===== config.mk =====
export PLATFORM = sky130hd
export DESIGN_NAME = issue_scoreboard
export DESIGN_NICKNAME = d
export VERILOG_FILES = /design/src/rtl/issue_scoreboard.sv
export SDC_FILE = /design/constraint.sdc
export NUM_CORES = 1
export LEC_CHECK = 0
export ABC_AREA = 1
export BUFFER_PORTS_ARGS = -buffer_cell sky130_fd_sc_hd__clkbuf_2
export CAP_MARGIN = 20
export CORE_UTILIZATION = 54
export DETAILED_ROUTE_END_ITERATION = 7
export MAX_ROUTING_LAYER = met4
export PLACE_DENSITY = 0.84
export SLEW_MARGIN = 20
export SYNTH_ARGS = -nofsm -noshare
export SYNTH_HDL_FRONTEND = slang
export SYNTH_SLANG_ARGS = --single-unit

===== constraint.sdc =====
create_clock -name clk -period 2.81 [get_ports clk]
set_clock_uncertainty 0.1 [all_clocks]
set_input_delay 0.562 -clock clk [delete_from_list [all_inputs] [get_ports clk]]
set_output_delay 0.562 -clock clk [all_outputs]
set_load 0.005 [all_outputs]

===== src/rtl/issue_scoreboard.sv =====
// Issue controller: decodes each instruction, tracks in-flight register writes in a
// writeback reservation pipeline, stalls on RAW/WAW/write-port hazards and sequences wb_*.
module issue_scoreboard #(
   parameter int ALU_LAT = 3,
   parameter int MEM_LAT = 4
) (
   input  logic        clk,
   input  logic        reset_n,
   input  logic        instr_valid,
   input  logic [31:0] instr,
   output logic        instr_ready,
   output logic        issue_fire,
   output logic        wb_en,
   output logic [2:0]  wb_addr,
   output logic        wb_is_mem,
   output logic [7:0]  busy_mask
);

   localparam logic [4:0] OP_LDM = 5'b00001;
   localparam logic [4:0] OP_STD = 5'b00010;
   localparam logic [4:0] OP_ADD = 5'b00011;
   localparam logic [4:0] OP_NOT = 5'b00100;

   typedef struct packed {
      logic       valid;
      logic [2:0] addr;
      logic       is_mem;
   } slot_t;

   localparam slot_t SLOT_EMPTY = slot_t'(5'd0);

   slot_t       slot_r     [MEM_LAT];
   slot_t       slot_nxt_s [MEM_LAT];
   logic [7:0]  busy_mask_r;
   logic [7:0]  busy_nxt_s;

   logic [2:0]  field_a_s;
   logic [2:0]  field_b_s;
   logic [2:0]  dest_s;
   logic        use_a_s;
   logic        use_b_s;
   logic        is_alu_s;
   logic        is_ldm_s;
   logic        raw_s;
   logic        waw_s;
   logic        port_s;
   logic        unused_s;

   assign field_a_s = instr[26:24];
   assign field_b_s = instr[23:21];
   assign unused_s  = ^instr[20:0];

   // Opcode decode into source usage, writer class and destination register.
   always_comb begin
      use_a_s  = 1'b0;
      use_b_s  = 1'b0;
      is_alu_s = 1'b0;
      is_ldm_s = 1'b0;
      dest_s   = 3'd0;
      case (instr[31:27])
         OP_LDM: begin
            is_ldm_s = 1'b1;
            dest_s   = field_a_s;
         end
         OP_STD: begin
            use_a_s = 1'b1;
            use_b_s = 1'b1;
         end
         OP_ADD: begin
            use_a_s  = 1'b1;
            use_b_s  = 1'b1;
            is_alu_s = 1'b1;
            dest_s   = field_b_s;
         end
         OP_NOT: begin
            use_a_s  = 1'b1;
            is_alu_s = 1'b1;
            dest_s   = field_b_s;
         end
         default: begin
         end
      endcase
   end

   // An ALU writer would land in the slot that s[ALU_LAT] shifts into, sharing its writeback cycle.
   assign raw_s  = (use_a_s & busy_mask_r[field_a_s]) | (use_b_s & busy_mask_r[field_b_s]);
   assign waw_s  = (is_alu_s | is_ldm_s) & busy_mask_r[dest_s];
   assign port_s = is_alu_s & slot_r[ALU_LAT].valid;

   assign instr_ready = ~(raw_s | waw_s | port_s);
   assign issue_fire  = instr_valid & instr_ready;

   // Reservation pipeline next state: shift toward s[0], insert overrides the shift.
   always_comb begin
      for (int k = 0; k < MEM_LAT - 1; k++) begin
         slot_nxt_s[k] = slot_r[k + 1];
      end
      slot_nxt_s[MEM_LAT-1] = SLOT_EMPTY;
      if (issue_fire && is_alu_s) begin
         slot_nxt_s[ALU_LAT-1] = '{valid: 1'b1, addr: dest_s, is_mem: 1'b0};
      end else if (issue_fire && is_ldm_s) begin
         slot_nxt_s[MEM_LAT-1] = '{valid: 1'b1, addr: dest_s, is_mem: 1'b1};
      end else begin
         slot_nxt_s[MEM_LAT-1] = SLOT_EMPTY;
      end
   end

   // Busy mask of the next pipeline contents, so the register always matches the slots.
   always_comb begin
      busy_nxt_s = 8'd0;
      for (int k = 0; k < MEM_LAT; k++) begin
         busy_nxt_s = busy_nxt_s | (8'(slot_nxt_s[k].valid) << slot_nxt_s[k].addr);
      end
   end

   // Pipeline and busy-mask state; reset discards every pending writeback.
   always_ff @(posedge clk or negedge reset_n) begin
      if (!reset_n) begin
         for (int k = 0; k < MEM_LAT; k++) begin
            slot_r[k] <= SLOT_EMPTY;
         end
         busy_mask_r <= 8'd0;
      end else begin
         for (int k = 0; k < MEM_LAT; k++) begin
            slot_r[k] <= slot_nxt_s[k];
         end
         busy_mask_r <= busy_nxt_s;
      end
   end

   // Empty slots are all-zero, so wb_addr reads 0 whenever wb_en is low.
   assign wb_en     = slot_r[0].valid;
   assign wb_addr   = slot_r[0].addr;
   assign wb_is_mem = slot_r[0].is_mem;
   assign busy_mask = busy_mask_r;

endmodule


==> out/results.txt, run 1 <==
via count: 1444
Setup WS pre-CTS: 0.167 ns
CTS Hold Bufs: 0
Cells after Synth: 201
DRC Markers: 0
Iter 0 DRT Violations: 69
Longest Clk Path Bufs: 2
clock root buffer: clkbuf_4
Initial Util: 0.575
sw frac: 0.266
Worst-path clk slew: 0.15 ns
most numerous cell in the Yosys netlist: nand2_1
critical path cell sequence: clkbuf_2 -> nor2_2 -> nand3_2 -> inv_2 -> nand2_2 -> nand2_4 -> nand2_1 -> nand3_1 -> nand3_2 -> nand3_4 -> nand3_2 -> inv_1 -> clkbuf_2
num ports: 50
Setup Fix Bufs, Post-CTS: 0
status: finished, final reports clean
Seq/Total Area, Yosys: 0.426
CP startpoint: instr[28]
Slowest-stage cell, CP: nor2_2
final setup fails: 0
vias in the first global route: 1284
die area: 3160 µm²
post-synthesis async set-or-reset flop share: 1.00
f_max: 0.388 GHz
area of the multi-input gates: 741 µm²
Worst EP required: 2.15 ns
Critical Path Max Stage Delay: 0.16 ns
Cell Area, Placed: 1760 µm²
Core Region: 2760 µm²
register bit total from synthesis: 27
Worst slew margin: 0.562
CP Launch Type: input port
RSZ-0062 raised after global routing: false
reg2reg start: busy_mask[4]$_DFF_PN0_
endpoint class of the critical path: output pin
R2R depth: 12
largest area contributor in the netlist: dfrtp_1
Register Area: 676 µm²
CP endpoint: issue_fire
drt pass-1 iters: 7
met2 Track Usage GR: 0.381
final slew viol count: 0
Area growth, synth to finish: 12.9%
crit share post-route: 0.917
P_leak: 0.919 nW
final hold violations: 0
total power: 0.000646 W
crit path DAT: 1.92 ns
Final HPWL DP: 2.62 mm
met3 usage: 0.0279
r2r endpoint: busy_mask[0]$_DFF_PN0_
filler instances: 248
Num CTS Buffers: 3
first-pass GRT wire length: 5.89 mm
Synth cell types: 29
die height: 56.2 µm
Gate power share: 0.120
global routing's busiest layer: met2
Top FF cell, synth: dfrtp_1
H-tree depth: 1
CTS tree: done
pin count of the biggest net entering global routing: 28
maximum VDD drop: 0.311 mV
internal power: 0.000474 W
Skew-Pair Late Insertion Delay: 0.33 ns
cell mode on critical path: nand3_2
Yosys top cell area share: 0.426
initial antenna violation count: 0
placer congestion estimate: 0.903
final instance area: 1790 µm²
Fin Setup TNS: 0 ns
Worst Hold Class: input port to async pin
WS Path Type: input port to output pin
R2R setup slack: 0.62 ns
Slew @ Worst Pin: 0.657 ns
vias per inst: 5.49
diodes inserted: 0
commonest cells in the netlist: 43 x nand2_1, 32 x inv_1, 27 x dfrtp_1
Syn Nets: 236
WHS: 0.119 ns
nets: 268
Reg power frac: 0.612
min cycle time layout: 2.58 ns
port bufs: 28
PnR worst setup slack: 0.232 ns
cts repair resizes: 0
Ys Warns: 0
Sw Pwr: 0.000172 W
Clock power frac: 0.268
peak fanout along the critical path: 7
sum of buffers and inverters on the critical path: 4
cells taking the most area after synthesis: dfrtp_1 43%, nand2_1 10%, inv_1 7.6%, nand3_1 5.7%, nand3_2 3.8%
Syn Area/Cell: 7.89 µm²
PwrDens: 361 nW/µm²
ANT nets after route: 0
final wirelength: 3.39 mm
die width: 56.2 µm
mapped cell area: 1590 µm²
MaxCap Viol Count: 0
CP top delay family: simple AND/OR/NAND/NOR gates
total stage count of the critical path: 13
share of cells above drive strength 1: 0.272
total grt overflow: 0
row count: 19
clk sinks: 27
Post-synth EDFFs: 0
routed len/inst: 12.9 µm
gr usage total: 0.247
met1 Use GR: 0.339
cell type report:
cell class	instances	share of cell area
sequential	27	0.377
tap	31	0.0217
inverter	38	0.0797
multi-input combinational	132	0.414
timing repair buffer	31	0.0908
clock buffer	3	0.0126
clock inverter	1	0.00419
stage by stage:
step | cells | utilization
final | 263 | 0.649
after global routing | 263 | 0.649
after CTS | 263 | 0.649
after detailed placement | 259 | 0.638
after global placement | 259 | 0.638
after floorplan | 201 | -
layout by cell type (no fill, tap or decap), types with 2 or more instances in the layout:
cell type	count
o22ai_1	6
inv_1	32
nand3_1	18
nor2_1	11
dfrtp_1	27
nand3_2	6
o21bai_1	6
nand2_1	43
inv_2	6
nand4_1	2
nand2_4	3
nor3_1	2
clkbuf_4	3
o21ai_0	10
a21oi_1	8
clkbuf_2	28
nor2_2	5
buf_4	3
power groups by stage:
| stage | clock [W] | combinational, W | sequential, W |
|---|---|---|---|
| 2_1_floorplan | 0 | 0.0000411 | 0.000402 |
| 3_3_place_gp | 0 | 0.0000759 | 0.000402 |
| 3_5_place_dp | 0 | 0.0000777 | 0.000403 |
| 4_1_cts | 0.000174 | 0.0000780 | 0.000395 |
| 5_1_grt | 0.000193 | 0.0000870 | 0.000396 |
| 6_report | 0.000173 | 0.0000774 | 0.000395 |
sequential cells by signal (all words and copies together), names as in the netlist:
register	count
wb_addr	3
busy_mask	8
slot_nxt_s	10
slot_r	4
wb_en	1
wb_is_mem	1
cell families (layout without fill, tap and decap cells):
family                 Yosys count  count (layout)  share of synthesized area
and+or+nand+nor                 96              96                      0.326
buffers and inverters           42              73                      0.107
AOI/OAI and AO/OA               36              36                      0.141
DFF                             27              27                      0.426
worst min path at each step:
stage                             start                  endpoint  slack [ns]  depth (start not counted)
5_1_grt                         reset_n      wb_addr[2]$_DFF_PN0_        0.14                          1
2_1_floorplan                   reset_n    busy_mask[0]$_DFF_PN0_        0.17                          0
3_5_place_dp   slot_nxt_s[10]$_DFF_PN0_  slot_nxt_s[15]$_DFF_PN0_        0.24                          0
3_3_place_gp   slot_nxt_s[15]$_DFF_PN0_       wb_is_mem$_DFF_PN0_        0.23                          0
6_report                        reset_n      wb_addr[1]$_DFF_PN0_        0.12                          1
4_1_cts                         reset_n      wb_addr[2]$_DFF_PN0_        0.14                          1
per-layer routing:
layer  vias up  part of all wire
li1        716                 -
met1       665              0.45
met2        52              0.47
met3        11             0.052
met4         0             0.024
met5         -                 0
No activity file was read; power rests on OpenSTA's default activity.
==> inputs of run 2 (changes only) <==
--- a/config.mk
+++ b/config.mk
@@ -8,7 +8,9 @@
 export ABC_AREA = 1
 export BUFFER_PORTS_ARGS = -buffer_cell sky130_fd_sc_hd__clkbuf_2
 export CAP_MARGIN = 20
-export CORE_UTILIZATION = 54
+export CELL_PAD_IN_SITES_DETAIL_PLACEMENT = 1
+export CELL_PAD_IN_SITES_GLOBAL_PLACEMENT = 2
+export CORE_UTILIZATION = 30
 export DETAILED_ROUTE_END_ITERATION = 7
 export MAX_ROUTING_LAYER = met4
 export PLACE_DENSITY = 0.84
==> run 2 against run 1 <==
Register-to-register slack got worse by 0.03 ns. Largest power group unchanged. Non-clock buffer count unchanged. Worst setup slack worse by 0.018 ns. Highest routed layer unchanged. First-iteration DRC count is 8.7% higher. Critical endpoint unchanged. Die area up 77%. Critical path depth did not move. Wire length grew 19%. Power rose by 7.0%. Design area rose by 3.6%. Combinational power up 1%. Via count down 2.7%. Count of clock-buffer cells in the layout is the same.
==> out/results.txt, run 2 (synthesis gave the netlist of run 1 again) <==
Slew @ Worst Pin: 0.678 ns (+0.0214 ns)
num ports: 50 (unchanged)
vias in the first global route: 1353 (+5.4%)
r2r endpoint: busy_mask[3]$_DFF_PN0_
max FFs per register: 10 (unchanged)
Setup WS pre-CTS: 0.0943 ns (-0.0726 ns)
first-pass GRT wire length: 6.58 mm (+12%)
die width: 74.7 µm (+33%)
row count: 26 (+7)
R2R setup slack: 0.59 ns (-0.03 ns)
f_max: 0.385 GHz (-0.67%)
Area growth, synth to finish: 17.0%
die height: 74.7 µm (+33%)
placer congestion estimate: 0.768 (-15%)
Setup Fix Bufs, Post-CTS: 0 (unchanged)
maximum VDD drop: 0.232 mV (-26%)
share of cells above drive strength 1: 0.272 (unchanged)
diodes inserted: 0 (unchanged)
nets: 268 (unchanged)
die area: 5580 µm² (+77%)
final setup fails: 0 (unchanged)
WS Path Type: input port to output pin
endpoint class of the critical path: output pin
port bufs: 28 (unchanged)
most frequent cells in the layout: 43 x nand2_1, 32 x inv_1, 28 x clkbuf_2
final slew viol count: 0 (unchanged)
clock root buffer: clkbuf_8
CTS tree: done
ANT nets after route: 0 (unchanged)
drt pass-1 iters: 4 (-3)
Sw Pwr: 0.000173 W (+0.46%)
vias per inst: 4.65 (-15%)
cts repair resizes: 0 (unchanged)
Clock power frac: 0.314 (+0.046)
pin count of the biggest net entering global routing: 28 (unchanged)
Core Region: 5110 µm² (+85%)
Initial Util: 0.310 (-0.264)
peak fanout along the critical path: 7 (unchanged)
reg2reg start: busy_mask[0]$_DFF_PN0_
min cycle time layout: 2.60 ns (+0.0175 ns)
CP Launch Type: input port
Skew-Pair Late Insertion Delay: 0.27 ns (-0.06 ns)
DRC Markers: 0 (unchanged)
dpl cells: 298 (+15%)
final wirelength: 4.04 mm (+19%)
gr usage total: 0.164 (-0.0835)
Fin Setup TNS: 0 ns (unchanged)
final hold violations: 0 (unchanged)
commonest non-fill, non-tap cell in the layout: nand2_1
Longest Clk Path Bufs: 2 (unchanged)
CTS Hold Bufs: 0 (unchanged)
Reg power frac: 0.572 (-0.040)
initial antenna violation count: 0 (unchanged)
MaxCap Viol Count: 0 (unchanged)
internal power: 0.000518 W (+9.3%)
Worst slew margin: 0.548 (-0.0142)
final std cells w/o fill: 302 (+15%)
via count: 1405 (-2.7%)
RSZ-0062 raised after global routing: false
crit share post-route: 0.924 (+0.00623)
crit path DAT: 1.93 ns (about the same)
H-tree depth: 1 (unchanged)
Num CTS Buffers: 3 (unchanged)
Iter 0 DRT Violations: 75 (+8.7%)
PnR worst setup slack: 0.215 ns (-0.0175 ns)
status: finished, final reports clean
sw frac: 0.250 (-0.0162)
P_leak: 0.931 nW (+1.3%)
Worst EP required: 2.15 ns (about the same)
Final HPWL DP: 3.32 mm (+26%)
Gate power share: 0.114 (-0.006)
R2R depth: 14 (+2)
total grt overflow: 0 (unchanged)
WHS: 0.212 ns (+0.0936 ns)
clk sinks: 27 (unchanged)
final instance area: 1860 µm² (+3.6%)
Worst-path clk slew: 0.09 ns (-0.06 ns)
Cell Area, Placed: 1810 µm² (+2.8%)
routed len/inst: 13.4 µm (+3.8%)
Worst Hold Class: input port to async pin
PwrDens: 372 nW/µm² (+3.2%)
==> run 2: worst max-delay path, cell delays in order <==
cell      delay (ns)
clkbuf_2        0.11
nor2_2          0.15
nand3_2         0.15
inv_2           0.10
nand2_2         0.10
nand2_4         0.14
nand2_1         0.07
nand3_1         0.08
nand3_2         0.11
nand3_4         0.12
nand3_2         0.09
inv_1           0.06
clkbuf_2        0.10
==> run 2: worst max path at each step <==
stage	cells past startpoint	start	to
after floorplan	10	instr[28]	issue_fire
after global placement	17	instr[28]	busy_mask[0]$_DFF_PN0_
after detailed placement	17	instr[28]	busy_mask[2]$_DFF_PN0_
after CTS	13	instr[28]	issue_fire
after global routing	13	instr[30]	issue_fire
final	13	instr[28]	issue_fire
==> run 2: per-stage QoR <==
step	power (W)	utilization
CTS	0.000704	0.363
global route	0.000724	0.363
detailed placement	0.000483	0.354
finish	0.000690	0.363
floorplan	0.000443	-
global placement	0.000482	0.354
==> run 2: layout make-up <==
class	count	area (µm²)
well taps	70	87.6
multi-input cells	132	741
clock buffers	3	41.3
flip-flops and latches	27	676
clock inverters	1	5.00
inverters	38	143
repair buffers	31	163
fillers	646	3250
==> run 2: power groups by stage <==
stage          clock network (W)  logic [W]  registers [W]
2_1_floorplan                  0  0.0000411       0.000402
3_3_place_gp                   0  0.0000790       0.000403
3_5_place_dp                   0  0.0000798       0.000403
4_1_cts                 0.000228  0.0000801       0.000395
5_1_grt                 0.000240  0.0000879       0.000396
6_report                0.000217  0.0000784       0.000395
==> run 2: layer usage <==
layer / track usage / vias to the layer above / share of wire
li1: - / 715 / -
met1: 0.228 / 667 / 0.53
met2: 0.257 / 21 / 0.45
met3: 0.0241 / 2 / 0.020
met4: 0.0252 / 0 / 0.0055
met5: - / - / 0
==> inputs of run 3 (changes only) <==
==> constraint.sdc (replaced) <==
create_clock -name clk -period 3.1 [get_ports clk]
set_clock_uncertainty 0.1 [all_clocks]
set_input_delay 0.62 -clock clk [delete_from_list [all_inputs] [get_ports clk]]
set_output_delay 0.62 -clock clk [all_outputs]
set_load 0.005 [all_outputs]
==> run 3 against run 2 <==
Die area stayed put. Worst hold slack improved by 0.044 ns. Clock power fell by 7%. Cell count is the same. Core utilization about the same. Worst setup slack better by 0.18 ns. Combinational power down 8.5%. Global-route usage increased by 0.50 points. Design area rose by 0.13%. Largest power group unchanged.
==> out/results.txt, run 3 (synthesis gave the netlist of run 1 again) <==
status: finished, final reports clean
clk sinks: 27 (unchanged)
sum of buffers and inverters on the critical path: 4 (unchanged)
CP Launch Type: input port
WHS: 0.257 ns (+0.0443 ns)
clock root buffer: clkbuf_8
min cycle time layout: 2.71 ns
R2R setup slack: 0.88 ns (+0.29 ns)
Num CTS Buffers: 3 (unchanged)
commonest non-fill, non-tap cell in the layout: nand2_1
peak fanout along the critical path: 7 (unchanged)
pin count of the biggest net entering global routing: 28 (unchanged)
Clock power frac: 0.318 (+0.004)
Gate power share: 0.114 (about the same)
ANT nets after route: 0 (unchanged)
CP top delay family: simple AND/OR/NAND/NOR gates
CP endpoint: issue_fire
Worst Hold Class: input port to async pin
final wirelength: 4.12 mm (+2.0%)
routed len/inst: 13.6 µm (+2.0%)
DRC Markers: 0 (unchanged)
final std cells w/o fill: 302 (unchanged)
WS Path Type: input port to output pin
dpl cells: 298 (unchanged)
first-pass GRT wire length: 6.85 mm (+4.1%)
maximum VDD drop: 0.157 mV (-32%)
final setup fails: 0 (unchanged)
crit share post-route: 0.874
R2R depth: 14 (unchanged)
CTS tree: done
Initial Util: 0.310 (unchanged)
Iter 0 DRT Violations: 43 (-43%)
CTS Hold Bufs: 0 (unchanged)
Core Region: 5110 µm² (unchanged)
Worst-path clk slew: 0.09 ns (about the same)
RSZ-0062 raised after global routing: false
Slew @ Worst Pin: 0.665 ns (-0.0127 ns)
Worst EP required: 2.38 ns (+0.23 ns)
PwrDens: 339 nW/µm² (-8.8%)
Setup Fix Bufs, Post-CTS: 0 (unchanged)
CP startpoint: instr[30]
total grt overflow: 0 (unchanged)
diodes inserted: 0 (unchanged)
post-layout util: 0.364 (+0.000490)
Critical Path Max Stage Delay: 0.15 ns (about the same)
Area growth, synth to finish: 17.2%
placer congestion estimate: 0.760 (-0.95%)
P_leak: 0.927 nW (-0.40%)
Reg power frac: 0.568 (-0.004)
most frequent cells in the layout: 43 x nand2_1, 32 x inv_1, 28 x clkbuf_2
cell mode on critical path: nand3_2
internal power: 0.000471 W (-9.1%)
sw frac: 0.253 (+0.00336)
endpoint class of the critical path: output pin
via count: 1425 (+1.4%)
Longest Clk Path Bufs: 2 (unchanged)
die height: 74.7 µm (unchanged)
reg2reg start: busy_mask[0]$_DFF_PN0_
r2r endpoint: busy_mask[2]$_DFF_PN0_
cts repair resizes: 0 (unchanged)
MaxCap Viol Count: 0 (unchanged)
initial antenna violation count: 0 (unchanged)
Slowest-stage cell, CP: nor2_4
Sw Pwr: 0.000160 W (-7.5%)
vias per inst: 4.72 (+1.4%)
critical path cell sequence: clkbuf_2 -> nor2_4 -> nand3_2 -> inv_2 -> nand2_2 -> nand2_4 -> nand2_1 -> nand3_1 -> nand3_2 -> nand3_4 -> nand3_2 -> inv_1 -> clkbuf_2
die width: 74.7 µm (unchanged)
final slew viol count: 0 (unchanged)
gr usage total: 0.169 (+0.00497)
final hold violations: 0 (unchanged)
die area: 5580 µm² (unchanged)
drt pass-1 iters: 4 (unchanged)
f_max: 0.369 GHz
share of cells above drive strength 1: 0.272 (unchanged)
total power: 0.000630 W (-8.7%)
crit path DAT: 1.99 ns (+0.06 ns)
Final HPWL DP: 3.45 mm (+3.9%)
max FFs per register: 10 (unchanged)
port bufs: 28 (unchanged)
Skew-Pair Late Insertion Delay: 0.27 ns (about the same)
vias in the first global route: 1413 (+4.4%)
row count: 26 (unchanged)
Worst slew margin: 0.557 (+0.00850)
num ports: 50 (unchanged)
nets: 268 (unchanged)
H-tree depth: 1 (unchanged)
Fin Setup TNS: 0 ns (unchanged)
total stage count of the critical path: 13 (unchanged)
==> run 3: changes by cell type in the layout (fill, tap and decap cells not counted), sizes merged <==
| cell | delta |
|---|---|
| clkinvlp | +1 |
| clkinv | -1 |
==> run 3: power by group through the flow <==
| stage | combinational, W | clock (W) | sequential [W] |
|---|---|---|---|
| detailed placement | 0.0000727 | 0 | 0.000365 |
| finish | 0.0000717 | 0.000201 | 0.000358 |
| global placement | 0.0000717 | 0 | 0.000365 |
| CTS | 0.0000728 | 0.000209 | 0.000358 |
| global route | 0.0000803 | 0.000225 | 0.000359 |
| floorplan | 0.0000373 | 0 | 0.000364 |
==> run 3: worst min-delay path by stage <==
stage          slack [ns]                      from                     end
6_report             0.26                   reset_n    wb_addr[0]$_DFF_PN0_
5_1_grt              0.27  slot_nxt_s[15]$_DFF_PN0_     wb_is_mem$_DFF_PN0_
4_1_cts              0.26  slot_nxt_s[15]$_DFF_PN0_     wb_is_mem$_DFF_PN0_
3_5_place_dp         0.24  slot_nxt_s[15]$_DFF_PN0_     wb_is_mem$_DFF_PN0_
3_3_place_gp         0.23  slot_nxt_s[15]$_DFF_PN0_     wb_is_mem$_DFF_PN0_
2_1_floorplan        0.22                   reset_n  busy_mask[0]$_DFF_PN0_
==> run 3: final cells by class <==
type                       instances  area, µm²
clock buffer                       3       41.3
timing repair buffer              31        163
inverter                          38        143
fill                             652       3250
tap                               70       87.6
multi-input combinational        132        741
sequential                        27        676
clock inverter                     1       7.51
==> run 3: metal layers <==
metal / GRT usage / part of all wire / vias to the layer above
met4: 0.0314 / 0.0070 / 0
met5: - / 0 / -
met2: 0.290 / 0.48 / 31
li1: - / - / 709
met3: 0.0241 / 0.033 / 4
met1: 0.212 / 0.48 / 681
==> run 3: metrics by stage <==
stage	setup WS (ns)	cell area, µm²
6_report	0.391	1860
3_5_place_dp	0.357	1810
5_1_grt	0.250	1860
2_1_floorplan	0.716	1590
4_1_cts	0.374	1860
3_3_place_gp	0.401	1810
